<file path="src/rtl/serial_adder_nbit.sv">
// serial_adder_nbit: multi-cycle LSB-first adder/subtractor, DIGIT bits per clock, start/busy/done handshake
module serial_adder_nbit #(
    parameter int WIDTH = 8,
    parameter int DIGIT = 1
) (
    input  logic             clk,
    input  logic             rst,
    input  logic             start,
    input  logic [WIDTH-1:0] A,
    input  logic [WIDTH-1:0] B,
    input  logic             Cin,
    input  logic             Sub,
    output logic             busy,
    output logic             done,
    output logic [WIDTH-1:0] Sum,
    output logic             Cout,
    output logic             Ovf
);
    localparam int N  = WIDTH / DIGIT;
    localparam int CW = N > 1 ? $clog2(N) : 1;
    typedef enum logic {IDLE, RUN} state_t;
    state_t                 state_q, state_d;
    logic [WIDTH-1:0]       a_q, a_d, b_q, b_d, res_q, res_d, sum_q, sum_d;
    logic [CW-1:0]          cnt_q, cnt_d;
    logic                   carry_q, carry_d, amsb_q, amsb_d, bmsb_q, bmsb_d;
    logic                   cout_q, cout_d, ovf_q, ovf_d, done_q, done_d;
    logic [DIGIT:0]         slice;
    logic [WIDTH+DIGIT-1:0] res_cat;
    logic                   accept, last;
    assign accept  = state_q == IDLE && start;
    assign last    = state_q == RUN && cnt_q == CW'(N - 1);
    assign slice   = {1'b0, a_q[DIGIT-1:0]} + {1'b0, b_q[DIGIT-1:0]} + {{DIGIT{1'b0}}, carry_q};
    assign res_cat = {slice[DIGIT-1:0], res_q};
    always_ff @(posedge clk or posedge rst)
        if (rst) state_q <= IDLE;
        else     state_q <= state_d;
    always_comb state_d = state_q == IDLE ? (start ? RUN : IDLE) : (last ? IDLE : RUN);
    always_comb begin
        a_d     = a_q;
        b_d     = b_q;
        res_d   = res_q;
        carry_d = carry_q;
        amsb_d  = amsb_q;
        bmsb_d  = bmsb_q;
        cnt_d   = cnt_q;
        sum_d   = sum_q;
        cout_d  = cout_q;
        ovf_d   = ovf_q;
        done_d  = last;
        if (accept) begin
            a_d     = A;
            b_d     = B ^ {WIDTH{Sub}};
            carry_d = Cin ^ Sub;
            amsb_d  = A[WIDTH-1];
            bmsb_d  = B[WIDTH-1] ^ Sub;
            cnt_d   = '0;
        end else if (state_q == RUN) begin
            a_d     = a_q >> DIGIT;
            b_d     = b_q >> DIGIT;
            carry_d = slice[DIGIT];
            res_d   = WIDTH'(res_cat >> DIGIT);
            cnt_d   = cnt_q + 1'b1;
        end
        if (last) begin
            sum_d  = res_d;
            cout_d = slice[DIGIT];
            ovf_d  = amsb_q == bmsb_q && res_d[WIDTH-1] != amsb_q;
        end
    end
    always_ff @(posedge clk or posedge rst)
        if (rst) begin
            a_q     <= '0;
            b_q     <= '0;
            res_q   <= '0;
            carry_q <= 1'b0;
            amsb_q  <= 1'b0;
            bmsb_q  <= 1'b0;
            cnt_q   <= '0;
            sum_q   <= '0;
            cout_q  <= 1'b0;
            ovf_q   <= 1'b0;
            done_q  <= 1'b0;
        end else begin
            a_q     <= a_d;
            b_q     <= b_d;
            res_q   <= res_d;
            carry_q <= carry_d;
            amsb_q  <= amsb_d;
            bmsb_q  <= bmsb_d;
            cnt_q   <= cnt_d;
            sum_q   <= sum_d;
            cout_q  <= cout_d;
            ovf_q   <= ovf_d;
            done_q  <= done_d;
        end
    always_comb begin
        busy = state_q == RUN;
        done = done_q;
        Sum  = sum_q;
        Cout = cout_q;
        Ovf  = ovf_q;
    end
endmodule

</file>
<file path="config.mk">
export PLATFORM = sky130hd
export DESIGN_NAME = serial_adder_nbit
export DESIGN_NICKNAME = d
export VERILOG_FILES = /design/src/rtl/serial_adder_nbit.sv
export SDC_FILE = /design/constraint.sdc
export NUM_CORES = 1
export LEC_CHECK = 0
export ABC_AREA = 0
export ABC_CLOCK_PERIOD_IN_PS = 4250
export CAP_MARGIN = 40
export CORE_MARGIN = 2
export CORE_UTILIZATION = 41
export CTS_CLUSTER_DIAMETER = 50
export DETAILED_ROUTE_END_ITERATION = 10
export PLACE_DENSITY = 0.62
export SLEW_MARGIN = 20
export SYNTH_ARGS = -nofsm -noshare
export SYNTH_HDL_FRONTEND = slang
export SYNTH_SLANG_ARGS = --single-unit
</file>
<file path="constraint.sdc">
create_clock -name clk -period 4.25 [get_ports clk]
set_clock_uncertainty 0.05 [all_clocks]
set_input_delay 0.6375 -clock clk [delete_from_list [all_inputs] [get_ports clk]]
set_output_delay 0.6375 -clock clk [all_outputs]
set_load 0.03 [all_outputs]
</file>
; ---- After elaboration in Yosys (flattened, before gate mapping)
; Index checks and enable logic that the tools add are counted.
[op_classes]
n_eq_ne = 3
bitwise = 4
n_addsub = 3
reduce_logical = 4
mux = 13
[op_table]
columns = op, count
row1 = two-way mux 8 bit, 6
row2 = bitwise XOR 8 bit, 1
row3 = two-way mux 3 bit, 2
row4 = two-way mux 1 bit, 5
row5 = adder 3 x 1 -> 3 bit (second input constant), 1
row6 = == test 3 bit (second input constant), 1
row7 = logical AND 1 bit, 3
row8 = adder 1 x 1 -> 2 bit, 1
row9 = adder 2 x 1 -> 2 bit, 1
row10 = nonzero test 2 bit, 1
row11 = bitwise XOR 1 bit, 2
row12 = == test 1 bit, 1
row13 = inequality test 1 bit, 1
row14 = NOT 1 bit, 1
[totals]
word_cells = 39
in_bits = 21
ff_bits = 42
out_inout_bits = 12

; ---- Longest topological paths before layout
; Gate-level depths: netlist of the first run.
[depth]
ltp_word = 6
depth_mapped = 6
depth_no_buf = 5

; ---- Worst setup path before layout of the first run
; OpenSTA, ideal clock, no wires.
[synth_path]
kind = reg2reg
start = register a_q[0]
end = register ovf_q, in the netlist Ovf
arrival_ns = 1.394
required_time_ns = 4.118
path_slack_ns = 2.724
stages_incl_launch_ff = 5
setup_time_ns = 0.082
n_path_buf = 0
period_less_slack_ns = 1.526
cell_sequence = dfrtp_1 > inv_1 > fa_1 > or3_1 > a31oi_1
[synth_via]
elab_chain_cells = 6
[synth_rtl]
columns = item, line
row1 = from (decl), 23  ; logic [WIDTH-1:0] a_q, a_d, b_q, b_d, res_q, res_d, sum_q, sum_d;
row2 = from (signal assigned), 72  ; a_q <= '0;
row3 = from (signal assigned), 84  ; a_q <= a_d;
row4 = adder 1 x 1 -> 2 bit, 32  ; assign slice = {1'b0, a_q[DIGIT-1:0]} + {1'b0, b_q[DIGIT-1:0]} + {{DIGIT{1'b0}}, carry_q};
row5 = adder 2 x 1 -> 2 bit, 32
row6 = two-way mux 8 bit, 57  ; end else if (state_q == RUN) begin
row7 = two-way mux 8 bit, 50  ; if (accept) begin
row8 = inequality test 1 bit, 67  ; ovf_d = amsb_q == bmsb_q && res_d[WIDTH-1] != amsb_q;
row9 = logical AND 1 bit, 67
row10 = to (signal assigned), 93  ; ovf_q <= ovf_d;
row11 = to (decl), 26  ; logic cout_q, cout_d, ovf_q, ovf_d, done_q, done_d;
; Every way passes these cells.
; A chain may end at the register's enable or synchronous reset.

; ---- Final worst setup path of the first run
[layout_path]
start = register sum_q[0], in the netlist Sum[0]
end = output Sum[0]
[layout_rtl]
columns = item, line
row1 = from (decl), 23
row2 = from (signal assigned), 91  ; sum_q <= sum_d;
row3 = to (decl), 15  ; output logic [WIDTH-1:0] Sum,
; No word-level cell between the ends.

==> results of run 1 <==
cell usage after synthesis:
| cell type | count |
|---|---|
| a211o_1 | 1 |
| a211oi_1 | 1 |
| a21oi_1 | 2 |
| a22o_1 | 2 |
| a31oi_1 | 1 |
| buf_2 | 3 |
| buf_4 | 2 |
| buf_6 | 1 |
| clkbuf_1 | 3 |
| dfrtp_1 | 41 |
| fa_1 | 1 |
| ha_1 | 2 |
| inv_1 | 6 |
| mux2_1 | 3 |
| mux2_2 | 6 |
| mux2_4 | 5 |
| mux2i_1 | 15 |
| nand2_1 | 18 |
| nand2_2 | 1 |
| nand2b_1 | 1 |
| nand3_1 | 1 |
| nor2_1 | 5 |
| o21ai_0 | 4 |
| o21ai_1 | 16 |
| or3_1 | 1 |
| xnor2_1 | 2 |
| xor2_1 | 7 |
cells by family (layout without fill, tap and decap cells):
group / Yosys count / in the layout / synth area share
compound gates: 27 / 27 / 0.0829
xor+xnor: 9 / 9 / 0.0435
fa+ha+maj: 3 / 3 / 0.0249
buf+inv: 15 / 50 / 0.0414
flops: 41 / 41 / 0.566
mux: 29 / 29 / 0.180
simple gates: 27 / 27 / 0.0608
layout make-up:
class | count | area, µm² | area share
clock buffers | 7 | 86.3 | 0.0376
flip-flops and latches | 41 | 1030 | 0.446
repair buffers | 36 | 358 | 0.156
inverters | 6 | 22.5 | 0.00980
well taps | 52 | 65.1 | 0.0283
multi-input cells | 95 | 711 | 0.309
clock inverters | 1 | 30.0 | 0.0131
cell usage in the layout (no fill, tap or decap), types with 4 or more instances in the layout:
master / n
mux2_2: 6
clkbuf_8: 6
inv_1: 6
nand2_1: 18
xor2_1: 7
mux2i_1: 15
clkdlybuf4s50_1: 32
o21ai_1: 16
mux2_4: 5
nor2_1: 5
dfrtp_1: 41
o21ai_0: 4
state kept, by name, summed over array words and instances (netlist names), 3 cells and up:
name	cells
Sum	8
a_q	8
b_q	8
cnt_q	3
res_q	7
through the flow:
stage | cells | worst slack, ns | power (mW)
6_report | 238 | 2.24 | 1.59
5_1_grt | 238 | 2.13 | 1.71
4_1_cts | 238 | 2.23 | 1.61
3_5_place_dp | 230 | 1.93 | 1.29
3_3_place_gp | 229 | 1.99 | 1.25
2_1_floorplan | 151 | 2.62 | 1.08
power groups by stage:
stage	sequential [mW]	combinational [mW]	clock (mW)
floorplan	0.744	0.335	0
detailed placement	0.673	0.615	0
global route	0.690	0.665	0.353
global placement	0.662	0.590	0
finish	0.665	0.600	0.321
CTS	0.667	0.614	0.329
worst paths after layout:
check	cells past startpoint	slack (ns)	endpoint
max	1	2.24	Sum[0]
min	2	0.44	Cout
max reg2reg	4	2.61	Sum[4]
min reg2reg	2	0.44	Cout
max in group asynchronous	4	2.82	bmsb_q
min in group asynchronous	2	0.61	Sum[1]
per-layer routing:
metal | routed length, µm | up-vias | global-route usage
met5 | 0 | - | 0
met4 | 31 | 0 | 0.0385
met3 | 163 | 4 | 0.0447
met1 | 1390 | 565 | 0.186
met2 | 1660 | 30 | 0.249
li1 | - | 577 | -
==> impl_metrics.yaml, run 1 <==
layout:
  diodes: 0
  final_area_mm2: 0.00230
  area_delta_synth_final_pct: 26.9
  drive_gt1_frac: 0.124
  fillCellCount: 364
  utilization: 0.535
  fin_nets: 209
floorplanning:
  rows: 24
  die_area_mm2: 0.00497
  die_width_um: 70.5
  initial_core_util: 0.422
  core_mm2: 0.00429
  ios: 33
  die_y_um: 70.5
sta:
  slew_violations: 0
  hold_viol: 0
  post-route-period-util: 0.473
  fin_tns_setup_ns: 0
  fin_crit_ns: 2.01
  whs_ns: 0.444
  slew_headroom: 0.580
  worstMarginPinSlew_ns: 0.628
  clock.fmax_ghz: 0.498
  final-setup-viol-count: 0
  grt_setup_unrepaired: "false"
worst_setup_path:
  critPathCaptureType: "output pin"
  cpPeakStageDelay_ns: 0.67
  critPathKind: "reg2out"
  crit_family: "buffers and inverters"
  cpMaxStageDelayCell: "clkdlybuf4s50_1"
  r2r_start: "cnt_q[0]"
  startpoint: "Sum[0]"
  arrival_ns: 1.32
  cp-start-kind: "register"
  critical_path.cell_chain: "clkdlybuf4s50_1"
  worst-endpoint-required_ns: 3.56
  crit_path_max_fanout: 2
  cp_num_buf_inv: 1
clocking:
  htree_num_levels: 2
  clk_pin_slew_ns: 0.07
  clockRootBuffer: "clkbuf_8"
  cts_tree: "built"
  clockBufferDepth: 2
  clk_latency_ns: 0.29
  ctsResizeCount: 0
  postCtsHoldBufs: 0
  cts.sinks: 41
  numCtsBuffers: 5
  post_cts_buffers: 0
power:
  p_comb_frac: 0.378
  seqPwrFrac: 0.419
  vdd.ir_drop.worst_v: 0.000223
  internal_power_mw: 1.05
  power.share.clock: 0.203
  power.density_mw_per_mm2: 690
  power.switching_uw: 539
  cellLeakagePower_nw: 1.05
  p_sw_frac: 0.340
drt:
  wl_per_cell_um: 13.6
  firstDrtPassIters: 4
  via_per_inst: 4.94
  route.detailed.drc: 0
  drt_iter0_drc: 73
  vias: 1176
  ant_nets: 0
  wl_mm: 3.24
global_route:
  grt_start_max_net_pins: 47
  grt_remaining_overflow: 0
  antenna_found_initial: 0
  grtUsageTotal: 0.148
  grt_pass1_vias: 1167
  grt_pass1_wl_mm: 5.77
placement:
  port_buffers: 32
  dp_hpwl_mm: 2.41
  gp_congestion: 0.769
  place_area_mm2: 0.00218
outcome:
  status: "completed"
min_path:
  hp-class: "reg2reg"
  worst_hold_startpoint: "Cout"
yosys:
  syn-instance-count: 151
  ys_warn_count: 0
  ys_top_cells_by_area: "dfrtp_1 (57%), mux2i_1 (8.3%), o21ai_1 (4.4%), mux2_4 (4.1%), nand2_1 (3.7%)"
  ys_types: 27
  yosysTopAreaCellShare: 0.566
  avgSynthCellArea_um2: 12.0
  ys_ff_latch: 41
  yosysSeqAreaShare: 0.566
  yosys.area.top_type: "dfrtp_1"
  syn_nets: 175
  synthesis.area_mm2: 0.00181
job:
  drv_cap: 0
(Power assumes the default switching activity.)
==> run 2: changes to the inputs <==
Settings changed: ABC_CLOCK_PERIOD_IN_PS 4250 to 2000.
Clock period 4.25 ns to 2 ns, I/O delays scaled along.
==> run 2 against run 1 <==
Effect of this change: clock-buffer cell count unchanged; largest power group unchanged; final area increased by 0.44%; worst hold slack got worse by 0.054 ns.
==> impl_metrics.yaml, run 2 (synthesis results as in run 1) <==
worst_setup_path:
  r2r_slack_ns: 0.34
  critPathKind: "reg2out"
  crit_path_max_fanout: 2
  timing.critical_path.to: "Cout"
  worst-endpoint-required_ns: 1.65
  startpoint: "Cout"
  r2r_cells: 4
  arrival_ns: 1.33
  critPathCaptureType: "output pin"
  r2r_start: "a_q[0]"
  cpMaxStageDelayCell: "clkdlybuf4s50_1"
  r2r_end: "Ovf"
  critical_path.cell_chain: "clkdlybuf4s50_1"
  cpPeakStageDelay_ns: 0.68
  cp.depth: 1
  cp_num_buf_inv: 1
  cp-start-kind: "register"
  crit_family: "buffers and inverters"
clocking:
  htree_num_levels: 2
  cts.sinks: 41
  clk_pin_slew_ns: 0.08
  cts_tree: "built"
  postCtsHoldBufs: 0
  post_cts_buffers: 0
  clockRootBuffer: "clkbuf_8"
  numCtsBuffers: 5
  clockBufferDepth: 2
  clk_latency_ns: 0.29
  ctsResizeCount: 0
sta:
  hold_viol: 0
  post-route-period-util: 0.839
  fin_crit_ns: 1.68
  slew_violations: 0
  final-setup-viol-count: 0
  worstMarginPinSlew_ns: 0.507
  slew_headroom: 0.662
  whs_ns: 0.391
  clock.fmax_ghz: 0.596
  grt_setup_unrepaired: "false"
  fin_tns_setup_ns: 0
global_route:
  grt_pass1_vias: 1214
  grt_remaining_overflow: 0
  grtUsageTotal: 0.144
  antenna_found_initial: 0
  grt_pass1_wl_mm: 5.52
  grt_start_max_net_pins: 42
placement:
  place_area_mm2: 0.00219
  dpl.cell_count: 231
  dp_hpwl_mm: 2.27
  gp_congestion: 0.720
  port_buffers: 32
power:
  p_sw_frac: 0.335
  cellLeakagePower_nw: 1.06
  p_comb_frac: 0.378
  internal_power_mw: 2.24
  seqPwrFrac: 0.422
  power.share.clock: 0.200
  power.density_mw_per_mm2: 1460
  power.switching_mw: 1.13
  vdd.ir_drop.worst_v: 0.000762
layout:
  area_delta_synth_final_pct: 27.4
  instances_no_fill: 239
  final_common_cell: "dfrtp_1"
  utilization: 0.538
  final_area_mm2: 0.00231
  mostFrequentLayoutCells: "dfrtp_1 (41), clkdlybuf4s50_1 (31), nand2_1 (18)"
  fin_nets: 210
  drive_gt1_frac: 0.134
  diodes: 0
floorplanning:
  die_area_mm2: 0.00497
  ios: 33
  initial_core_util: 0.422
  die_y_um: 70.5
  core_mm2: 0.00429
  die_width_um: 70.5
  rows: 24
drt:
  vias: 1140
  drt_iter0_drc: 73
  ant_nets: 0
  firstDrtPassIters: 4
  via_per_inst: 4.77
  wl_per_cell_um: 12.7
  route.detailed.drc: 0
  wl_mm: 3.04
min_path:
  hp-class: "in2async"
job:
  drv_cap: 0
outcome:
  status: "completed"
## run 2: power groups by stage
stage / sequential (mW) / combinational, mW / clock (mW)
global route: 1.48 / 1.41 / 0.737
global placement: 1.42 / 1.26 / 0
floorplan: 1.58 / 0.712 / 0
CTS: 1.43 / 1.30 / 0.695
detailed placement: 1.45 / 1.30 / 0
finish: 1.42 / 1.27 / 0.674
## run 2: through the flow
| step | setup slack (ns) | power (mW) |
|---|---|---|
| floorplan | 0.474 | 2.29 |
| global placement | 0.317 | 2.69 |
| detailed placement | 0.286 | 2.75 |
| CTS | 0.303 | 3.43 |
| global route | 0.207 | 3.62 |
| finish | 0.322 | 3.37 |
## run 2: how the worst min path moves through the flow
stage / start / end / slack [ns] / cells past startpoint
floorplan: A[7] / amsb_q / 0.38 / 1
global placement: a_q[1] / a_q[0] / 0.42 / 2
detailed placement: b_q[1] / b_q[0] / 0.42 / 2
CTS: rst / Sum[0] / 0.41 / 3
global route: rst / Sum[0] / 0.46 / 3
finish: rst / Sum[0] / 0.39 / 3
## run 2: cell type report
class,count,area [µm²]
Timing Repair Buffer,37,368
Clock buffer,7,86.3
Sequential cell,41,1030
Multi-Input combinational cell,95,711
Clock inverter,1,30.0
Tap cell,52,65.1
Inverter,6,22.5
Fill cell,379,1990
## run 2: layer usage
metal	vias to the layer above	wire length (µm)	global-route usage
li1	577	-	-
met1	527	1370	0.171
met5	-	0	0
met4	0	40	0.0513
met2	31	1460	0.240
met3	5	170	0.0505
